--- src/rtl/scan_mux_pkg.sv ---
// Shared encodings and parameter limits for the scan/fixed channel multiplexer.
`timescale 1ns/1ps
package scan_mux_pkg;

    typedef enum logic {
        MODE_FIXED = 1'b0,
        MODE_SCAN  = 1'b1
    } mode_e;

    localparam int N_MIN = 2;
    localparam int N_MAX = 64;
    localparam int W_MIN = 1;
    localparam int W_MAX = 64;

    // Next round-robin start position after a grant, wrapping past the last channel.
    function automatic int wrap_inc(input int idx, input int n);
        return (idx >= n - 1) ? 0 : idx + 1;
    endfunction

endpackage

--- src/rtl/scan_mux_rr_arbiter.sv ---
// Round-robin pick of the first requester at or after ptr, wrapping N-1 -> 0.
// Purely combinational; the caller owns the pointer register.
`timescale 1ns/1ps
module rr_arbiter
    import scan_mux_pkg::*;
#(
    parameter  int N  = 16,
    localparam int SW = $clog2(N)
) (
    input  logic [N-1:0]  req,
    input  logic [SW-1:0] ptr,
    output logic [N-1:0]  grant,
    output logic [SW-1:0] idx,
    output logic          any
);

    // One extra bit so ptr + offset cannot overflow before the modulo-N fold.
    logic [SW:0] pos;

    always_comb begin
        grant = '0;
        idx   = '0;
        any   = 1'b0;
        pos   = '0;
        for (int i = 0; i < N; i++) begin
            pos = {1'b0, ptr} + (SW+1)'(i);
            if (pos >= (SW+1)'(N)) begin
                pos = pos - (SW+1)'(N);
            end
            if (!any && req[pos[SW-1:0]]) begin
                any                 = 1'b1;
                idx                 = pos[SW-1:0];
                grant[pos[SW-1:0]]  = 1'b1;
            end
        end
    end

endmodule

--- src/rtl/scan_mux.sv ---
// N-channel to one registered output, fixed-select or round-robin scan.
// One cycle from capture to out_valid; holds the word while out_ready is low.
`timescale 1ns/1ps
module scan_mux
    import scan_mux_pkg::*;
#(
    parameter  int N  = 16,
    parameter  int W  = 1,
    localparam int SW = $clog2(N)
) (
    input  logic            clk,
    input  logic            rst_n,
    input  logic [N*W-1:0]  in_data,
    input  logic [N-1:0]    in_valid,
    output logic [N-1:0]    in_ack,
    input  logic [SW-1:0]   sel,
    input  logic            mode,
    output logic [W-1:0]    out_data,
    output logic [SW-1:0]   out_ch,
    output logic            out_valid,
    input  logic            out_ready
);

    logic          free;
    logic          sel_ok;
    logic          fixed_hit;
    logic          cap;
    logic [SW-1:0] cap_ch;
    logic [W-1:0]  cap_data;
    logic [SW-1:0] ptr;
    logic [N-1:0]  arb_grant;
    logic [SW-1:0] arb_idx;
    logic          arb_any;

    rr_arbiter #(.N(N)) u_arb (
        .req   (in_valid),
        .ptr   (ptr),
        .grant (arb_grant),
        .idx   (arb_idx),
        .any   (arb_any)
    );

    assign free      = !out_valid || out_ready;
    // sel can address past N-1 when N is not a power of two; such indices never hit.
    assign sel_ok    = ({1'b0, sel} < (SW+1)'(N));
    assign fixed_hit = sel_ok && in_valid[sel];

    always_comb begin
        cap    = 1'b0;
        cap_ch = sel;
        if (mode_e'(mode) == MODE_SCAN) begin
            cap    = free && arb_any;
            cap_ch = arb_idx;
        end else begin
            cap    = free && fixed_hit;
            cap_ch = sel;
        end
    end

    assign cap_data = in_data[cap_ch*W +: W];
    // Gated by rst_n so no ack escapes while the output register is held in reset.
    assign in_ack   = (rst_n && cap) ? (N'(1) << cap_ch) : '0;

    always_ff @(posedge clk or negedge rst_n) begin
        if (!rst_n) begin
            out_valid <= 1'b0;
            out_data  <= '0;
            out_ch    <= '0;
            ptr       <= '0;
        end else begin
            if (free) begin
                out_valid <= cap;
            end
            if (cap) begin
                out_data <= cap_data;
                out_ch   <= cap_ch;
            end
            if (cap && mode_e'(mode) == MODE_SCAN) begin
                ptr <= SW'(wrap_inc(int'(arb_idx), N));
            end
        end
    end

endmodule

--- config.mk ---
export PLATFORM = sky130hd
export DESIGN_NAME = scan_mux
export DESIGN_NICKNAME = d
export VERILOG_FILES = /design/src/rtl/scan_mux_pkg.sv /design/src/rtl/scan_mux_rr_arbiter.sv /design/src/rtl/scan_mux.sv
export SDC_FILE = /design/constraint.sdc
export NUM_CORES = 1
export LEC_CHECK = 0
export BUFFER_PORTS_ARGS = -buffer_cell sky130_fd_sc_hd__buf_2
export CORE_MARGIN = 8
export CORE_UTILIZATION = 40
export DETAILED_ROUTE_END_ITERATION = 12
export PLACE_DENSITY_LB_ADDON = 0.1
export SYNTH_ARGS = -nofsm -noshare
export SYNTH_HDL_FRONTEND = slang
export SYNTH_SLANG_ARGS = --single-unit
export TNS_END_PERCENT = 1
--- constraint.sdc ---
create_clock -name clk -period 6.1 [get_ports clk]
set_clock_uncertainty 0.15 [all_clocks]
set_input_delay 0.61 -clock clk [delete_from_list [all_inputs] [get_ports clk]]
set_output_delay 0.61 -clock clk [all_outputs]
set_load 0.01 [all_outputs]
* Yosys cells after proc, flatten, opt, wreduce, memory -nomap -nowiden
Cells that the tools add are included.
** Cells by class
- Magnitude comparators :: 34
- $add $sub $neg :: 32
- Shift-type cells :: 2
- Muxes and demuxes :: 86
- Reductions and logical operators :: 36
** Operators by type and width (count)
- $mux 4 :: 34
- $lt 4x5->1 const B :: 17
- $ge 5x5->1 const B :: 15
- $bmux 1 s4 :: 17
- $sub 4x1->4 const B :: 16
- $add 4x4->5 const B :: 8
- $mux 1 :: 34
- $add 4x3->5 const B :: 4
- $logic_and 1x1->1 :: 19
- $logic_not 1->1 :: 16
- $mux 16 :: 1
- $shiftx 16x5->1 :: 1
- $shl 1x4->16 const A :: 1
- $add 4x2->5 const B :: 2
- $add 4x1->5 const B :: 1
- $ge 4x5->1 const B :: 1
- $add 4x1->4 const B :: 1
- $ge 4x4->1 const B :: 1
- $logic_or 1x1->1 :: 1
** Storage, ports and cells
- Word-level logic and storage cells :: 194
- Bits in registers :: 10
- Bits of input ports :: 40

* Longest topological paths before layout
Gate-level depths: netlist (run 1).
- Word-level depth :: 54
- Depth in mapped cells :: 19
- Mapped depth without buffers :: 14

* By module
A second synthesis (run 1) with hierarchy kept.
** Second synthesis, totals
- Cells, all modules :: 694
- Area, all modules :: 4883.4 sq um
** Modules (own cells, without submodules)
- rr_arbiter :: cells each 570, area an instance 3839.9 sq um, instances 1
- scan_mux :: cells each 124, area an instance 1043.5 sq um, instances 1

* Worst setup path before layout (run 1)
No wires, ideal clock.
- Kind :: register -> output
- Start :: register ptr[1]
- End :: output port in_ack[12]
- Buffers on the path :: 5
- Data arrival time :: 4873 ps
- Data required time :: 5340 ps
- Stages on the path, launching flop included :: 20
- Path slack :: 467 ps
- Path through :: dfrtp_1 -> clkbuf_1 -> inv_1 -> clkbuf_1 -> buf_2 -> ha_1 -> buf_2 -> inv_1 -> clkbuf_1 -> mux4_2 -> mux2i_4 -> nand4b_4 -> nor4b_4 -> nand2b_1 -> o211ai_1 -> o311ai_1 -> a22oi_1 -> mux2i_1 -> or3_1 -> nor2_1
** On the way
- Word-level cells in the longest chain between the ends :: 54
- Elaborated cells on any way between the ends :: 163
- Those cells by class :: 31 x add/sub; 16 x order compare; 1 x shift; 83 x mux; 32 x reduce/logical
** RTL lines
- start, declared :: RTL line scan_mux.sv:30 : logic [SW-1:0] ptr;
- start signal, assigned :: RTL line scan_mux.sv:79 : ptr <= SW'(wrap_inc(int'(arb_idx), N));
- parallel branches: the longest is 53 deep, another holds $add 4x1->5
- $mux 16 (*) :: RTL line scan_mux.sv:62 : assign in_ack = (rst_n && cap) ? (N'(1) << cap_ch) : '0;
- end, declared :: RTL line scan_mux.sv:15 : output logic [N-1:0] in_ack,
Every way passes the cells marked *. The select of a mux whose other input is x is not followed.

* Worst setup path after layout (run 1)
- Start :: register ptr[1]
- End :: output port in_ack[14]
The elaborated chain is that of the path after synthesis.

==> results of run 1 <==
==> area by class of cell <==
cell class | instances | area [um2] | area share (%)
flip-flops and latches | 10 | 251 | 5.90
well taps | 111 | 139 | 3.26
repair buffers | 80 | 460 | 10.8
clock buffers | 4 | 45.0 | 1.06
multi-input cells | 382 | 3330 | 78.3
inverters | 8 | 30.0 | 0.705
==> sequential cells by signal, indices dropped and copies added (netlist names) <==
| register | flops |
|---|---|
| out_ch | 4 |
| out_data | 1 |
| out_valid | 1 |
| ptr | 4 |
==> cell usage after synthesis (all sizes together) (8+ instances only) <==
library cell  instances
mux2i                42
nand2                42
nor2                 42
mux4                 37
mux2                 26
o21ai                21
a21oi                18
buf                  12
clkbuf               12
dfrtp                10
nand3                10
and2                  8
inv                   8
nand2b                8
xnor2                 8
==> path summary, 6_finish.rpt <==
path / to / start / slack (ns) / depth (start not counted)
min in group clk: out_ch[3]$_DFFE_PN0P_ / out_ch[3]$_DFFE_PN0P_ / 0.34 / 1
worst min register to register: out_ch[3]$_DFFE_PN0P_ / out_ch[3]$_DFFE_PN0P_ / 0.34 / 1
worst max register to register: out_data$_DFFE_PN0P_ / ptr[1]$_DFFE_PN0P_ / 0.76 / 14
worst max-delay path: in_ack[14] / ptr[1]$_DFFE_PN0P_ / 0.38 / 14
worst min-delay path: out_ch[0]$_DFFE_PN0P_ / rst_n / 0.08 / 1
max in group asynchronous: ptr[0]$_DFFE_PN0P_ / rst_n / 5.49 / 1
==> through the flow <==
step | cells | utilization (%)
after floorplan | 424 | -
after global routing | 595 | 46.5
after global placement | 591 | 46.0
after detailed placement | 591 | 46.0
after CTS | 595 | 46.5
final | 595 | 46.5
==> kinds of logic (layout without fill, tap and decap cells) <==
logic type,count (synthesis),in the layout,share of synthesized area (%)
flops,10,10,6.71
mux,105,105,42.6
xor+xnor,15,15,3.52
fa+ha+maj,7,7,2.35
simple gates,152,152,21.3
buf+inv,32,92,3.92
compound gates,103,103,19.6
==> metal layers <==
layer	up-vias	track usage, %
met1	1938	30.3
met5	-	0
met3	36	2.74
met4	0	5.40
li1	1802	-
met2	249	34.5
==> layout by cell type (no fill, tap or decap), drive strengths merged, types with 3 or more instances in the layout <==
cell,instances
inv,8
a221oi,5
and3,7
a211oi,7
ha,7
dfrtp,10
a21oi,18
buf,80
o21a,5
o22ai,5
nand2b,8
nor3b,3
mux2i,42
a31oi,3
xor2,7
mux2,26
clkbuf,4
a22oi,5
or3,4
mux4,37
nor2b,4
a21boi,3
and2,8
xnor2,8
nor2,42
nor3,6
nand4,6
nor4,4
nand3,10
nand2,42
o21ai,21
o221ai,6
o211ai,5
==> results.json, run 1 <==
{
  "synth_ff_type": "dfrtp_1",
  "cp_cell_sequence": "inv_1 > ha_1 > xnor2_1 > mux4_2 > mux2i_4 > nand4b_4 > nor4_2 > nand2b_1 > a32oi_1 > mux2_2 > inv_1 > nand2b_1 > nor2_1 > buf_2",
  "cts_max_level": 1,
  "critical_path_class": "reg2out",
  "die_h_um": 113,
  "rows": 35,
  "dieArea_mm2": 0.0127,
  "route.detailed.wl_per_inst_um": 23.6,
  "whs_ns": 0.0846,
  "cts_resized": 0,
  "postPlaceCellArea_mm2": 0.00421,
  "cts_tree": "done",
  "cpLargestDelayFamily": "multiplexers",
  "clock_path_buffers": 2,
  "rsz0062_at_grt": "no",
  "max_slew_margin_pct": 45.2,
  "finalHoldViolCount": 0,
  "portBuffers": 61,
  "fin_nets": 532,
  "status": "finished, final reports clean",
  "required_ns": 5.34,
  "grt_usage_pct": 21.7,
  "final_cell_area_mm2": 0.00426,
  "wl_met3_mm": 1.34,
  "min_period_ns": 5.72,
  "die_width_um": 113,
  "cts_hold_buffers": 0,
  "antenna_left": 0,
  "syn_area_mm2": 0.00373,
  "cp.arrival_ns": 4.96,
  "grt_pass1_vias": 3792,
  "crit_buf_inv": 3,
  "post-place-ws_ns": 0.710,
  "dr.pass1.iters": 5,
  "core_mm2": 0.00915,
  "num_vias": 4025,
  "drive_gt1_share_pct": 33.3,
  "slew_viol_final": 0,
  "start_kind": "flip-flop",
  "overflow": 0,
  "clock_sinks": 10,
  "routed_wl_mm": 14.0,
  "hold_path.class": "in2async",
  "slowest_delay_ns": 0.71,
  "drc": 0,
  "synth_area_leaders": "mux4_2 (22%), mux2i_1 (10%), dfrtp_1 (6.7%), mux2_2 (6.6%), nand2_1 (4.2%)",
  "globalplace.congestion": 0.994,
  "cts_root_buf": "clkbuf_8",
  "io_pins": 62,
  "cp_slowest_cell": "mux4_2",
  "drtIter0Drc": 440,
  "yosysWarningCount": 0,
  "grt_pass1_wl_mm": 21.9,
  "synthCells": 424,
  "fin_crit_sh_pct": 93.8,
  "synthArstFlopShare_pct": 100,
  "maxCapViolCount": 0,
  "cts_buffers": 3,
  "ys_ff_latch": 10,
  "initial_core_util_pct": 40.8,
  "layout_setup_ws_ns": 0.377,
  "synth_cell_types": 68,
  "maxUsedRoutingLayer": "met4",
  "setup-violations-final": 0,
  "post-dp-hpwl_mm": 11.3,
  "wl_met1_mm": 5.88,
  "end_kind": "output port",
  "clock_latency_ns": 0.24,
  "max_freq_ghz": 0.175,
  "fin_setup_tns_ns": 0,
  "met2WireLength_mm": 6.42,
  "viasPerCell": 6.76,
  "syn_to_final_growth_pct": 14.2,
  "post_cts_buffers": 0,
  "yosysSeqAreaShare_pct": 6.71,
  "tightest_slew_ns": 0.815,
  "fillCellCount": 860,
  "yosysTopAreaCell": "mux4_2",
  "synth_edf_count": 0,
  "synth.top_cell.area_share_pct": 21.7,
  "avgSynthCellArea_um2": 8.80,
  "clk_pin_slew_ns": 0.05,
  "postSynthNetCount": 471,
  "grt_max_degree": 50,
  "n_antenna_cell": 0,
  "antenna_found_initial": 0,
  "critPathMaxFanout": 7
}
Power of run 1 is left out: the tool's default activity adds up to more than one toggle a clock period on the data nets, which glitch-free logic cannot reach.
==> inputs of run 2 (changes only) <==
--- a/config.mk
+++ b/config.mk
@@ -5,6 +5,7 @@
 export SDC_FILE = /design/constraint.sdc
 export NUM_CORES = 1
 export LEC_CHECK = 0
+export ABC_AREA = 1
 export BUFFER_PORTS_ARGS = -buffer_cell sky130_fd_sc_hd__buf_2
 export CORE_MARGIN = 8
 export CORE_UTILIZATION = 40
==> run 2 against run 1 <==
Net effect: critical path type unchanged; cell area fell by 28%; fmax rose by 15%; critical path depth rose by 12; non-clock buffer count fell by 13; first-iteration DRC count fell by 40%; clock-buffer cell count did not move; highest routed layer unchanged.
==> results.json, run 2 <==
{
  "yosys.area_share.simple_pct": 62.3,
  "post_cts_buffers": 0,
  "cpLargestDelayFamily": "simple AND/OR/NAND/NOR gates",
  "synth_area_leaders": "nand2_1 (29%), nand3_1 (20%), dfrtp_1 (9.4%), nor2_1 (6.8%), inv_1 (6.6%)",
  "start_kind": "flip-flop",
  "drive_gt1_share_pct": 15.8,
  "syn_to_final_growth_pct": 15.7,
  "cts_hold_buffers": 0,
  "drtIter0Drc": 263,
  "grt_pass1_vias": 3538,
  "routed_wl_mm": 9.76,
  "rsz0062_at_grt": "no",
  "fin_nets": 630,
  "num_vias": 3548,
  "syn_area_mm2": 0.00266,
  "die_width_um": 97.6,
  "required_ns": 5.34,
  "synth_top_family_by_area": "simple AND/OR/NAND/NOR gates",
  "final-seq-area_um2": 250,
  "dieArea_mm2": 0.00953,
  "avgSynthCellArea_um2": 5.07,
  "min_period_ns": 4.97,
  "postSynthNetCount": 572,
  "synth_ff_type": "dfrtp_1",
  "status": "finished, final reports clean",
  "grt_usage_pct": 20.0,
  "clock_path_buffers": 2,
  "drc": 0,
  "reg2reg_from": "ptr[0]$_DFFE_PN0P_",
  "cts_root_buf": "clkbuf_8",
  "synth_edf_count": 0,
  "synth_cell_types": 36,
  "portBuffers": 61,
  "critical_path_class": "reg2out",
  "final_cell_mix": "nand2_1 (204), nand3_1 (107), buf_2 (61)",
  "synth.area.mux_share_pct": 0.376,
  "fin_crit_sh_pct": 81.5,
  "clk_pin_slew_ns": 0.05,
  "max_slew_margin_pct": 55.7,
  "antenna_left": 0,
  "setup-violations-final": 0,
  "yosysMostFrequentCell": "nand2_1",
  "yosysWarningCount": 0,
  "clock_latency_ns": 0.24,
  "cts_max_level": 1,
  "final_common_cell": "nand2_1",
  "slew_viol_final": 0,
  "core_mm2": 0.00639,
  "rrSetupSlack_ns": 1.88,
  "yosys.area_share.adder_pct": 3.29,
  "yosysSeqAreaShare_pct": 9.39,
  "dr.pass1.iters": 7,
  "viasPerCell": 5.38,
  "r2r_cells": 24,
  "initial_core_util_pct": 41.7,
  "end_kind": "output port",
  "post-dp-hpwl_mm": 8.14,
  "final_cell_area_mm2": 0.00308,
  "crit_buf_inv": 3,
  "finalHoldViolCount": 0,
  "synthArstFlopShare_pct": 100,
  "max_freq_ghz": 0.201,
  "worstReg2RegEnd": "out_data$_DFFE_PN0P_",
  "yosysTopAreaCell": "nand2_1",
  "antenna_found_initial": 0,
  "maxCapViolCount": 0,
  "synth.top_cell.area_share_pct": 28.7,
  "multi_input_area_mm2": 0.00212,
  "synth_compound_area_share_pct": 10.0,
  "synth_xor_area_share_pct": 3.62,
  "route.detailed.wl_per_inst_um": 14.8,
  "io_pins": 62,
  "slowest_delay_ns": 0.56,
  "cts_buffers": 3,
  "cts_resized": 0,
  "grt_pass1_wl_mm": 16.2,
  "overflow": 0,
  "synth_commonest_cells": "nand2_1 (204), nand3_1 (107), nor2_1 (48)",
  "grt_max_degree": 24,
  "cp_slowest_cell": "xnor2_1",
  "tightest_slew_ns": 0.659,
  "clock_sinks": 10,
  "cp.arrival_ns": 4.21,
  "postPlaceCellArea_mm2": 0.00303,
  "fin_setup_tns_ns": 0,
  "fillCellCount": 728,
  "hold_path.class": "in2async",
  "synthCells": 525,
  "critical_path.most_common_cell": "nand2_1",
  "globalplace.congestion": 0.934,
  "largest_registers": "out_ch x4, ptr x4",
  "n_antenna_cell": 0,
  "critPathMaxFanout": 23,
  "cts_tree": "done",
  "rows": 29,
  "ys_ff_latch": 10,
  "die_h_um": 97.6
}
-- run 2: cell count changes after synthesis, sizes merged, moves of 7 or more --
cell	change
and3	-7
and2	-8
nand2	+165
nand3	+100
a211oi	-7
inv	+46
mux4	-37
mux2i	-41
nand2b	-8
mux2	-26
clkbuf	-9
nor2	+11
-- run 2: cells by family (layout without fill, tap and decap cells) --
kind of cell,count (synthesis),after routing
buffers and inverters,70,127
adders and majority gates,7,7
xor gates and xnor gates,11,11
DFF,10,10
muxes,1,1
AOI/OAI and AO/OA,44,44
and+or+nand+nor,382,382
-- run 2: layout make-up --
type	instances	share of cell area, %
clock buffers	4	1.79
inverters	56	6.82
well taps	77	3.13
multi-input cells	445	68.8
flip-flops and latches	10	8.12
repair buffers	67	11.4
-- run 2: through the flow --
step	hold slack, ns	util [%]	cells	worst slack [ns]
floorplan	0.164	-	525	1.95
global placement	0.310	47.4	655	1.43
detailed placement	0.323	47.4	655	1.44
CTS	0.0839	48.3	659	1.17
global route	0.0997	48.3	659	0.646
finish	0.0796	48.3	659	1.13
-- run 2: worst max-delay path by stage --
stage / start / slack [ns] / end / cells past startpoint
after detailed placement: ptr[0]$_DFFE_PN0P_ / 1.44 / in_ack[13] / 24
after global routing: ptr[0]$_DFFE_PN0P_ / 0.65 / in_ack[9] / 27
after CTS: ptr[0]$_DFFE_PN0P_ / 1.17 / in_ack[13] / 24
final: ptr[0]$_DFFE_PN0P_ / 1.13 / in_ack[13] / 26
after floorplan: ptr[1]$_DFFE_PN0P_ / 1.95 / in_ack[0] / 26
after global placement: ptr[0]$_DFFE_PN0P_ / 1.43 / in_ack[13] / 22
-- run 2: worst reg2reg max path, delay by kind of cell (launching register included) --
| kind | cells | cell delay, ns |
|---|---|---|
| flops | 1 | 0.36 |
| buf+inv | 4 | 0.75 |
| simple gates | 19 | 2.37 |
| fa+ha+maj | 1 | 0.49 |
-- run 2: layer usage --
layer	GRT usage [%]	routed length (um)	up-vias
met1	24.8	4310	1526
met2	33.7	4470	171
li1	-	-	1825
met3	3.06	711	26
met4	7.34	275	0
met5	0	0	-
Power of run 2 is left out for the same reason.
